File: src/rtl/sdm_pkg.sv
// Shared definitions for the MASH sigma-delta modulator and its decimating receiver.
package sdm_pkg;

  localparam int SDM_OUT_W = 4;

  typedef logic signed [SDM_OUT_W-1:0] sdm_sample_t;

  typedef enum logic {
    CIC_INTEG = 1'b0,
    CIC_COMB  = 1'b1
  } cic_mode_e;

  // Register growth of an N-stage CIC with differential delay 1 is N*log2(R) bits.
  function automatic int cic_bw(input int in_w, input int n, input int r_log2);
    return in_w + n * r_log2;
  endfunction

endpackage

File: src/rtl/cic_stage.sv
// One BW-bit CIC section: a registered integrator or a differential-delay-1 comb.
module cic_stage
  import sdm_pkg::*;
#(
  parameter int        BW        = 20,
  parameter cic_mode_e MODE      = CIC_INTEG,
  parameter bit        LOOKAHEAD = 1'b0
) (
  input  logic          clk,
  input  logic          rst,
  input  logic          en,
  input  logic [BW-1:0] din,
  output logic [BW-1:0] y
);

  logic [BW-1:0] q;
  logic [BW-1:0] sum;
  logic [BW-1:0] diff;

  // Modulo-2^BW arithmetic; wrap is what keeps the CIC exact.
  always_comb begin
    sum  = q + din;
    diff = din - q;
  end

  always_ff @(posedge clk) begin
    if (rst) begin
      q <= '0;
    end else if (en) begin
      q <= (MODE == CIC_COMB) ? din : sum;
    end
  end

  // The last integrator feeds the combs its post-update value, hence LOOKAHEAD.
  always_comb begin
    if (MODE == CIC_COMB) begin
      y = diff;
    end else if (LOOKAHEAD) begin
      y = sum;
    end else begin
      y = q;
    end
  end

endmodule

File: src/rtl/sdm_decim.sv
// sinc^N decimator for the 4-bit MASH output stream. Define SDM_DECIM_ROUND_EN for
// round-half-up output with saturation and a sticky ovf flag (default: truncation).
module sdm_decim
  import sdm_pkg::*;
#(
  parameter int W      = 16,
  parameter int R_LOG2 = 4,
  parameter int N      = 4
) (
  input  logic                 clk,
  input  logic                 rst,
  input  logic [SDM_OUT_W-1:0] sdm_in,
  input  logic                 sdm_vld,
  output logic [W-1:0]         dout,
  output logic                 dout_vld,
  output logic                 ovf
);

  localparam int BW = cic_bw(SDM_OUT_W, N, R_LOG2);

  if (BW < W) begin : g_bw_check
    $error("sdm_decim: internal width BW=%0d is narrower than output width W=%0d", BW, W);
  end

  sdm_sample_t         sample;
  logic [BW-1:0]       integ [0:N];
  logic [BW-1:0]       comb  [0:N];
  logic [R_LOG2-1:0]   cnt;
  logic                strobe;
  logic [W-1:0]        scaled;

  assign sample   = sdm_sample_t'(sdm_in);
  assign integ[0] = {{(BW - SDM_OUT_W){sample[SDM_OUT_W-1]}}, sample};
  assign comb[0]  = integ[N];
  assign strobe   = sdm_vld && (cnt == '1);

  for (genvar k = 1; k <= N; k++) begin : g_integ
    cic_stage #(
      .BW        (BW),
      .MODE      (CIC_INTEG),
      .LOOKAHEAD (k == N)
    ) u_integ (
      .clk (clk),
      .rst (rst),
      .en  (sdm_vld),
      .din (integ[k-1]),
      .y   (integ[k])
    );
  end

  for (genvar k = 1; k <= N; k++) begin : g_comb
    cic_stage #(
      .BW        (BW),
      .MODE      (CIC_COMB),
      .LOOKAHEAD (1'b0)
    ) u_comb (
      .clk (clk),
      .rst (rst),
      .en  (strobe),
      .din (comb[k-1]),
      .y   (comb[k])
    );
  end

  always_ff @(posedge clk) begin
    if (rst) begin
      cnt <= '0;
    end else if (sdm_vld) begin
      cnt <= cnt + 1'b1;
    end
  end

`ifdef SDM_DECIM_ROUND_EN
  localparam int          RND_SH = (BW > W) ? (BW - W - 1) : 0;
  localparam logic [BW:0] RND    = (BW > W) ? ((BW + 1)'(1) << RND_SH) : '0;

  logic [BW:0] rsum;
  logic        sat;

  // A carry into the sign bit can only happen on the positive side.
  always_comb begin
    rsum   = {comb[N][BW-1], comb[N]} + RND;
    sat    = rsum[BW] != rsum[BW-1];
    scaled = sat ? {1'b0, {(W - 1){1'b1}}} : rsum[BW-1:BW-W];
  end

  always_ff @(posedge clk) begin
    if (rst) begin
      ovf <= 1'b0;
    end else if (strobe && sat) begin
      ovf <= 1'b1;
    end
  end
`else
  assign scaled = comb[N][BW-1:BW-W];
  assign ovf    = 1'b0;
`endif

  always_ff @(posedge clk) begin
    if (rst) begin
      dout     <= '0;
      dout_vld <= 1'b0;
    end else begin
      dout_vld <= strobe;
      if (strobe) begin
        dout <= scaled;
      end
    end
  end

endmodule

File: config.mk
export PLATFORM = sky130hd
export DESIGN_NAME = sdm_decim
export DESIGN_NICKNAME = d
export VERILOG_FILES = /design/src/rtl/sdm_pkg.sv /design/src/rtl/cic_stage.sv /design/src/rtl/sdm_decim.sv
export SDC_FILE = /design/constraint.sdc
export NUM_CORES = 1
export LEC_CHECK = 0
export CAP_MARGIN = 5
export CORE_MARGIN = 2
export CORE_UTILIZATION = 40
export CTS_CLUSTER_DIAMETER = 30
export DETAILED_ROUTE_END_ITERATION = 7
export HOLD_SLACK_MARGIN = 0.12
export PLACE_DENSITY = 0.55
export SYNTH_ARGS = -nofsm -noshare
export SYNTH_HDL_FRONTEND = slang
export SYNTH_SLANG_ARGS = --single-unit
File: constraint.sdc
create_clock -name clk -period 20.6 [get_ports clk]
set_clock_uncertainty 0.05 [all_clocks]
set_input_delay 4.12 -clock clk [delete_from_list [all_inputs] [get_ports clk]]
set_output_delay 4.12 -clock clk [all_outputs]
set_load 0.05 [all_outputs]
==> run metrics, run 1 <==
Max FO, Critical Path=5; worst-case clock buffer depth=2; DR pass1 iterations=4; Synth top area share=between 20% and 30%; Worst slew margin=a little under a third; Post-synth EDFFs=0; wire length per cell=approximately 13 um; H-tree levels=4; RSZ-0062 raised after global routing=no; first-pass GRT wire length=45.40 mm; status=complete, no violations; final hold violations=0; post-route design area=approximately 14000 um2; Root Driver=clkbuf_16; Worst setup EP type=flip-flop; GRT Total Usage=about 16%; Port Buffers=23; WP data arrival=~8600 ps; I/O pins=25; initial antenna violation count=0; Antenna Nets Post-Route=0; min Tclk post-route=around 8400 ps; initial core utilization=40.32%; Tcrit/Tclk final=40.71%; post-synthesis instance area=around 13000 um2; Hold WC Path Type=flip-flop to flip-flop; CTS resizes=0; max-slew violation count=0; vias in the first global route=~10000; synthesis-stage register bit count=around 180; Routed WL=26.52 mm; Req. time, crit path=between 20000 and 25000 ps; synthesized net count=between 1500 and 2000; Startpoint Class=flip-flop; Post-CTS Hold Buffers=0; FFs w/ async S/R, synth=0%; TritonCTS clock tree=built; CORE AREA=between 30000 and 40000 um2; GRT overflow=0; WS Path Type=flip-flop to flip-flop; Slowest cell on crit path=or4_1; Die Height=about 180 um; Final nets=around 1800; DRC errors left=0; CTS Sinks=181; routed vias/inst=~5.0; CP delay by family, top=compound AO/OA/AOI/OAI gates; # Post-CTS Setup Buffers=0; Avg Inst Size Synth=about 7.9 um2; Syn-to-layout area delta=9.137%; Rows=66; maxcap violations=0; post-synth top area cell=dfxtp_1; Synth warnings=0; Final GP Congestion=0.7885; DRT iter0 DRCs=370; CP Buf/Inv Count=2; DIE AREA=34090 um2; Placed Instance Area=roughly 14000 um2; Area contributors post-synth=dfxtp_1 (28%), ha_1 (15%), a21oi_1 (7.2%); Vias=between 10000 and 15000; Least-Margin Pin Slew=1038 ps; Die X=approximately 180 um; Fmax=approximately 120 MHz; diode count=0; most frequent cells after synthesis=nand2_1 (211), a21oi_1 (187), dfxtp_1 (181); worst skew pair latency=440 ps; Netlist cell types=78; hpwl dp=between 15 and 20 mm; TritonCTS buffer count=17; largest net degree at the start of global routing=between 90 and 100; Most used DFF post-synth=dfxtp_1; sequential fraction of the synthesis area=between 20% and 30%; setup TNS=0 ps; Hold Slack=approximately 400 ps; layout cells sized above 1=4.147%; final setup violation count=0; Reg clk slew, reported paths=roughly 70 ps; Gate Count Post-Synth=about 1700; max incr delay on CP=about 490 ps; count leader, synth=nand2_1
-- registers in the layout (all words and copies together), names as in the netlist --
signal,count
g_comb.u_comb.q,80
cnt,4
dout,16
dout_vld,1
g_integ.u_integ.y,60
g_integ.u_integ.q,20
-- per-layer routing --
layer / vias to the layer above / global-route usage, % / wire length [um]
met5: - / 0 / 0
met4: 0 / 4.381 / 336
met3: 26 / 2.213 / 372
met2: 64 / 29.97 / 13150
met1: 4783 / 19.00 / 12670
li1: 5746 / - / -
-- worst paths after layout --
path                           start  endpoint  slack, ps  cells after the start
max          g_integ[3].u_integ.y[0]  dout[15]      12210                     39
max reg2reg  g_integ[3].u_integ.y[0]  dout[15]      12210                     39
min reg2reg                  dout[3]   dout[3]        400                      2
min                          dout[3]   dout[3]        400                      2
-- kinds of logic after synthesis --
logic type	Yosys count	share of synthesized area, %
other	1	0.02873
XOR/XNOR	116	8.072
AO/OA/AOI/OAI	423	20.17
multiplexers	52	3.998
AND/OR/NAND/NOR	543	18.71
flip-flops	181	27.76
adder cells (fa/ha/maj)	159	15.65
buffers and inverters	186	5.608
-- cell type report --
type	count	area (um2)
fillers	3341	18130
multi-input cells	1294	8698
flip-flops and latches	181	3623
well taps	442	553.0
inverters	128	480.5
clock buffers	20	446.7
repair buffers	29	274.0
clock inverters	12	167.7
-- layout by cell type (no fill, tap or decap), drive strengths merged, types with 11 or more instances in the layout --
cell type | Yosys | layout
ha | 152 | 152
nor2b | 18 | 18
a211oi | 25 | 25
xor2 | 28 | 28
dfxtp | 181 | 181
o21ai | 66 | 66
and2 | 11 | 11
or3 | 17 | 17
clkbuf | 49 | 20
inv | 128 | 131
nor3 | 30 | 30
a31oi | 16 | 16
nor2 | 161 | 161
clkdlybuf4s50 | 0 | 21
and3 | 12 | 12
mux2i | 51 | 51
o21bai | 13 | 13
a21o | 35 | 35
nand2 | 211 | 211
nand2b | 14 | 14
nand3 | 28 | 28
xnor2 | 86 | 86
o21a | 18 | 18
a21oi | 187 | 187
-- worst register-to-register path: cells and delay by family, from the launching register on --
kind | cells | cell delay, ps
buffers and inverters | 2 | 160
DFF | 1 | 370
and+or+nand+nor | 8 | 1500
adders and majority gates | 6 | 1800
xor gates and xnor gates | 5 | 1090
AOI/OAI and AO/OA | 18 | 3300
-- per-stage QoR --
step	utilization (%)	setup WS, ps	cells
2_1_floorplan	-	13160	1661
3_3_place_gp	42.10	12450	2074
3_5_place_dp	42.10	12270	2074
4_1_cts	44.00	12210	2106
5_1_grt	44.00	11600	2106
6_report	44.00	12210	2106
Power of run 1 is left out: the tool's default activity adds up to more than one toggle a clock period on the data nets, which glitch-free logic cannot reach.
==> run 2, diff against run 1 <==
--- a/config.mk
+++ b/config.mk
@@ -11,7 +11,7 @@
 export CTS_CLUSTER_DIAMETER = 30
 export DETAILED_ROUTE_END_ITERATION = 7
 export HOLD_SLACK_MARGIN = 0.12
-export PLACE_DENSITY = 0.55
+export PLACE_DENSITY = 0.57
 export SYNTH_ARGS = -nofsm -noshare
 export SYNTH_HDL_FRONTEND = slang
 export SYNTH_SLANG_ARGS = --single-unit
==> constraint.sdc (replaced) <==
create_clock -name clk -period 7.11 [get_ports clk]
set_clock_uncertainty 0.05 [all_clocks]
set_input_delay 1.422 -clock clk [delete_from_list [all_inputs] [get_ports clk]]
set_output_delay 1.422 -clock clk [all_outputs]
set_load 0.05 [all_outputs]
==> run 2 against run 1 <==
  * Sequential share of layout area shrank 2.0 points
  * First-iteration DRC count is 4.1% lower
  * Wire length up 2.9%
  * Non-clock buffer count increased by 124
  * Largest cell class unchanged
==> run metrics, run 2 (synthesized netlist as in run 1, its figures left out) <==
status=complete, no violations; H-tree levels=4; Final nets=a little under 2000; Startpoint Class=flip-flop; Post-CTS Hold Buffers=0; TritonCTS buffer count=17; Worst setup EP type=flip-flop; final hold violations=0; Final GP Congestion=0.8001; Die Height=184.6 um; DR pass1 iterations=6; Hold WC Path Type=flip-flop to flip-flop; final setup violation count=0; Vias=about 11000; initial antenna violation count=0; worst skew pair latency=roughly 430 ps; worst-case clock buffer depth=2; vias in the first global route=~11000; GRT overflow=0; Least-Margin Pin Slew=around 1000 ps; DIE AREA=between 30000 and 40000 um2; Port Buffers=23; maxcap violations=0; GRT Total Usage=between 15 and 20%; worst reg-to-reg setup slack=approximately 34 ps; fill count=3266; Syn-to-layout area delta=18.45%; wire length per cell=between 10 and 15 um; worst setup margin=~34 ps; Fmax=141.3 MHz; RSZ-0062 raised after global routing=yes; min Tclk post-route=between 7000 and 8000 ps; Tcrit/Tclk final=about 100%; diode count=0; CORE AREA=around 32000 um2; Reg clk slew, reported paths=roughly 70 ps; Rows=66; Antenna Nets Post-Route=0; pre-CTS setup slack=-427.7 ps; routed vias/inst=a little under 5; max-slew violation count=0; layout cells sized above 1=approximately 14%; DRC errors left=0; max reg flops=80; Root Driver=clkbuf_16; TritonCTS clock tree=built; DRT iter0 DRCs=355; Register Area=between 3000 and 4000 um2; Routed WL=between 20 and 30 mm; largest net degree at the start of global routing=between 90 and 100; first-pass GRT wire length=roughly 46 mm; Max FO, Critical Path=4; worst reg2reg path depth=37; commonest non-fill, non-tap cell in the layout=nand2_1; CTS Sinks=181; Die X=~180 um; worst hold stages=2; initial core utilization=40.32%; WP data arrival=7310 ps; Slowest cell on crit path=dfxtp_2; WS Path Type=flip-flop to flip-flop; I/O pins=25; Req. time, crit path=between 7000 and 8000 ps; Worst slew margin=between 30 and 40%; area of the multi-input gates=~9000 um2; commonest cells after routing, fill and taps aside=nand2_1 (211), dfxtp_1 (179), a21oi_1 (172), nor2_1 (159), ha_1 (149); max incr delay on CP=about 340 ps; hpwl dp=between 15 and 20 mm; Largest Register=g_comb.u_comb.q
[run 2: final timing paths]
| path | start | end |
|---|---|---|
| worst min register to register | dout[3] | dout[3] |
| worst max-delay path | g_integ[3].u_integ.y[0] | dout[15] |
| worst min-delay path | dout[3] | dout[3] |
| worst max register to register | g_integ[3].u_integ.y[0] | dout[15] |
[run 2: layer usage]
| metal | vias to the layer above | wire length, um | track usage [%] |
|---|---|---|---|
| li1 | 5989 | - | - |
| met3 | 15 | 448 | 2.253 |
| met5 | - | 0 | 0 |
| met2 | 76 | 13930 | 31.67 |
| met1 | 4992 | 12680 | 18.30 |
| met4 | 0 | 241 | 4.063 |
[run 2: final cells by class]
class | instances | area share (%)
Tap cell | 442 | 3.577
Multi-Input combinational cell | 1294 | 58.19
Timing Repair Buffer | 153 | 7.867
Clock buffer | 22 | 3.003
Clock inverter | 10 | 0.8013
Sequential cell | 181 | 23.46
Inverter | 128 | 3.108
[run 2: metrics by stage]
step	utilization [%]	instance area (um2)	std cells	hold slack, ps	TNS [ps]
2_1_floorplan	-	13080	1661	381.9	0
3_3_place_gp	44.84	14520	2189	387.9	-312.3
3_5_place_dp	44.84	14520	2189	393.4	-446.5
4_1_cts	46.91	15180	2223	402.0	0
5_1_grt	47.75	15460	2230	415.0	-666.5
6_report	47.75	15460	2230	399.0	0
[run 2: what timing repair did]
item / 4_1_cts / 5_1_grt
pin swaps: 9 / 41
resized for setup: 14 / 50
buffers inserted: 2 / 7
endpoints found under the setup margin: 3 / 5
[run 2: worst max-delay path, delay by kind of cell, from the launching register on]
family / cells / cell delay [ps]
compound gates: 17 / 2850
fa+ha+maj: 6 / 1580
simple gates: 7 / 1040
xor+xnor: 5 / 860
flops: 1 / 340
buf+inv: 2 / 230
Power of run 2 is left out for the same reason.
==> run 3, diff against run 2 <==
--- a/config.mk
+++ b/config.mk
@@ -6,12 +6,14 @@
 export NUM_CORES = 1
 export LEC_CHECK = 0
 export CAP_MARGIN = 5
+export CELL_PAD_IN_SITES_DETAIL_PLACEMENT = 1
+export CELL_PAD_IN_SITES_GLOBAL_PLACEMENT = 2
 export CORE_MARGIN = 2
-export CORE_UTILIZATION = 40
+export CORE_UTILIZATION = 35
 export CTS_CLUSTER_DIAMETER = 30
 export DETAILED_ROUTE_END_ITERATION = 7
 export HOLD_SLACK_MARGIN = 0.12
-export PLACE_DENSITY = 0.57
+export PLACE_DENSITY = 0.78
 export SYNTH_ARGS = -nofsm -noshare
 export SYNTH_HDL_FRONTEND = slang
 export SYNTH_SLANG_ARGS = --single-unit
==> run 3 against run 2 <==
  * Via count up 5.1%
  * First-iteration DRC count down 32%
  * Core utilization down 4.7 points
  * Design area up 2.2%
  * Critical path depth up 2
  * Maximum frequency about the same
  * Final cell count up 2.2%
==> run metrics, run 3 (synthesized netlist as in run 1, its figures left out) <==
status=complete, no violations; commonest non-fill, non-tap cell in the layout=nand2_1; Rows=70; WP data arrival=~7300 ps; Register Area=3626 um2; first-pass GRT wire length=around 55 mm; Die X=between 150 and 200 um; WS Path Type=flip-flop to flip-flop; layout cells sized above 1=15.97%; GRT overflow=0; fill count=approximately 4400; TritonCTS clock tree=built; max incr delay on CP=~340 ps; Hold WC Path Type=flip-flop to flip-flop; Req. time, crit path=7360 ps; pre-CTS setup slack=-533.4 ps; commonest cells after routing, fill and taps aside=nand2_1 (210), dfxtp_1 (179), a21oi_1 (170), nor2_1 (159), buf_4 (149); initial antenna violation count=0; Antenna Nets Post-Route=0; routed vias/inst=5.109; Worst slew margin=between 20% and 30%; Port Buffers=23; maxcap violations=0; CORE AREA=around 37000 um2; TritonCTS buffer count=17; worst skew pair latency=450 ps; Least-Margin Pin Slew=around 1100 ps; largest net degree at the start of global routing=103; final setup violation count=0; DIE AREA=roughly 40000 um2; DRC errors left=0; Tcrit/Tclk final=around 100%; DR pass1 iterations=4; Final GP Congestion=0.8053; vias in the first global route=approximately 12000; RSZ-0062 raised after global routing=yes; Startpoint Class=flip-flop; Die Height=197.1 um; GRT Total Usage=17.04%; Vias=around 12000; Max FO, Critical Path=4; Slowest cell on crit path=dfxtp_2; Syn-to-layout area delta=21.08%; Final nets=~2000; Reg clk slew, reported paths=70 ps; Post-CTS Hold Buffers=0; max-slew violation count=0; diode count=0; DRT iter0 DRCs=~240; wire length per cell=roughly 14 um; CTS Sinks=between 150 and 200; worst-case clock buffer depth=2; max reg flops=80; Largest Register=g_comb.u_comb.q; setup TNS=0 ps; I/O pins=25; Worst setup EP type=flip-flop; Routed WL=roughly 32 mm; worst setup margin=~27 ps; Fmax=roughly 140 MHz; initial core utilization=35.56%; min Tclk post-route=a little over 7000 ps; area of the multi-input gates=9116 um2; H-tree levels=4; final hold violations=0; Root Driver=clkbuf_16; hpwl dp=23.14 mm
run 3: changes by cell type in the layout (fill, tap and decap cells not counted), moves of 3 or more:
| cell | change |
|---|---|
| clkbuf_1 | -3 |
| xnor2_1 | -4 |
| xnor2_2 | +3 |
| buf_4 | +21 |
| clkinvlp_4 | -4 |
| inv_6 | +4 |
run 3: path summary, 6_finish.rpt:
kind | startpoint | endpoint | slack [ps] | cells after the start
worst min register to register | dout[4] | dout[4] | 400 | 2
worst max register to register | g_integ[3].u_integ.y[0] | dout[15] | 30 | 39
worst min-delay path | dout[4] | dout[4] | 400 | 2
worst max-delay path | g_integ[3].u_integ.y[0] | dout[15] | 30 | 39
run 3: area by class of cell:
| type | count | area share [%] |
|---|---|---|
| clock buffers | 18 | 2.779 |
| clock inverters | 14 | 1.077 |
| inverters | 128 | 3.040 |
| multi-input cells | 1294 | 57.69 |
| flip-flops and latches | 181 | 22.95 |
| well taps | 468 | 3.705 |
| repair buffers | 175 | 8.765 |
run 3: layer usage:
metal,global-route usage (%),wire length (um),vias to the layer above
li1,-,-,6014
met1,19.12,14430,5548
met2,33.40,17080,51
met3,2.749,434,25
met4,3.732,370,0
met5,0,0,-
run 3: metrics by stage:
step           area, um2  hold WS, ps  instances  util [%]
6_report           15800        403.4       2278     43.06
3_3_place_gp       14610        388.4       2223     39.81
3_5_place_dp       14610        396.8       2223     39.81
4_1_cts            15480        406.1       2271     42.19
2_1_floorplan      13080        381.9       1661         -
5_1_grt            15800        418.8       2278     43.06
run 3: critical path, delay by kind of cell (launching register included):
| kind | cells | cell delay [ps] |
|---|---|---|
| and+or+nand+nor | 9 | 1310 |
| DFF | 1 | 340 |
| xor gates and xnor gates | 5 | 980 |
| buffers and inverters | 2 | 220 |
| AOI/OAI and AO/OA | 17 | 2500 |
| adders and majority gates | 6 | 1510 |
run 3: what timing repair did:
item,4_1_cts,5_1_grt
pin swaps,36,35
endpoints found under the setup margin,5,6
resized for setup,33,55
buffers inserted,16,7
gates cloned,0,0
Power of run 3 is left out for the same reason.
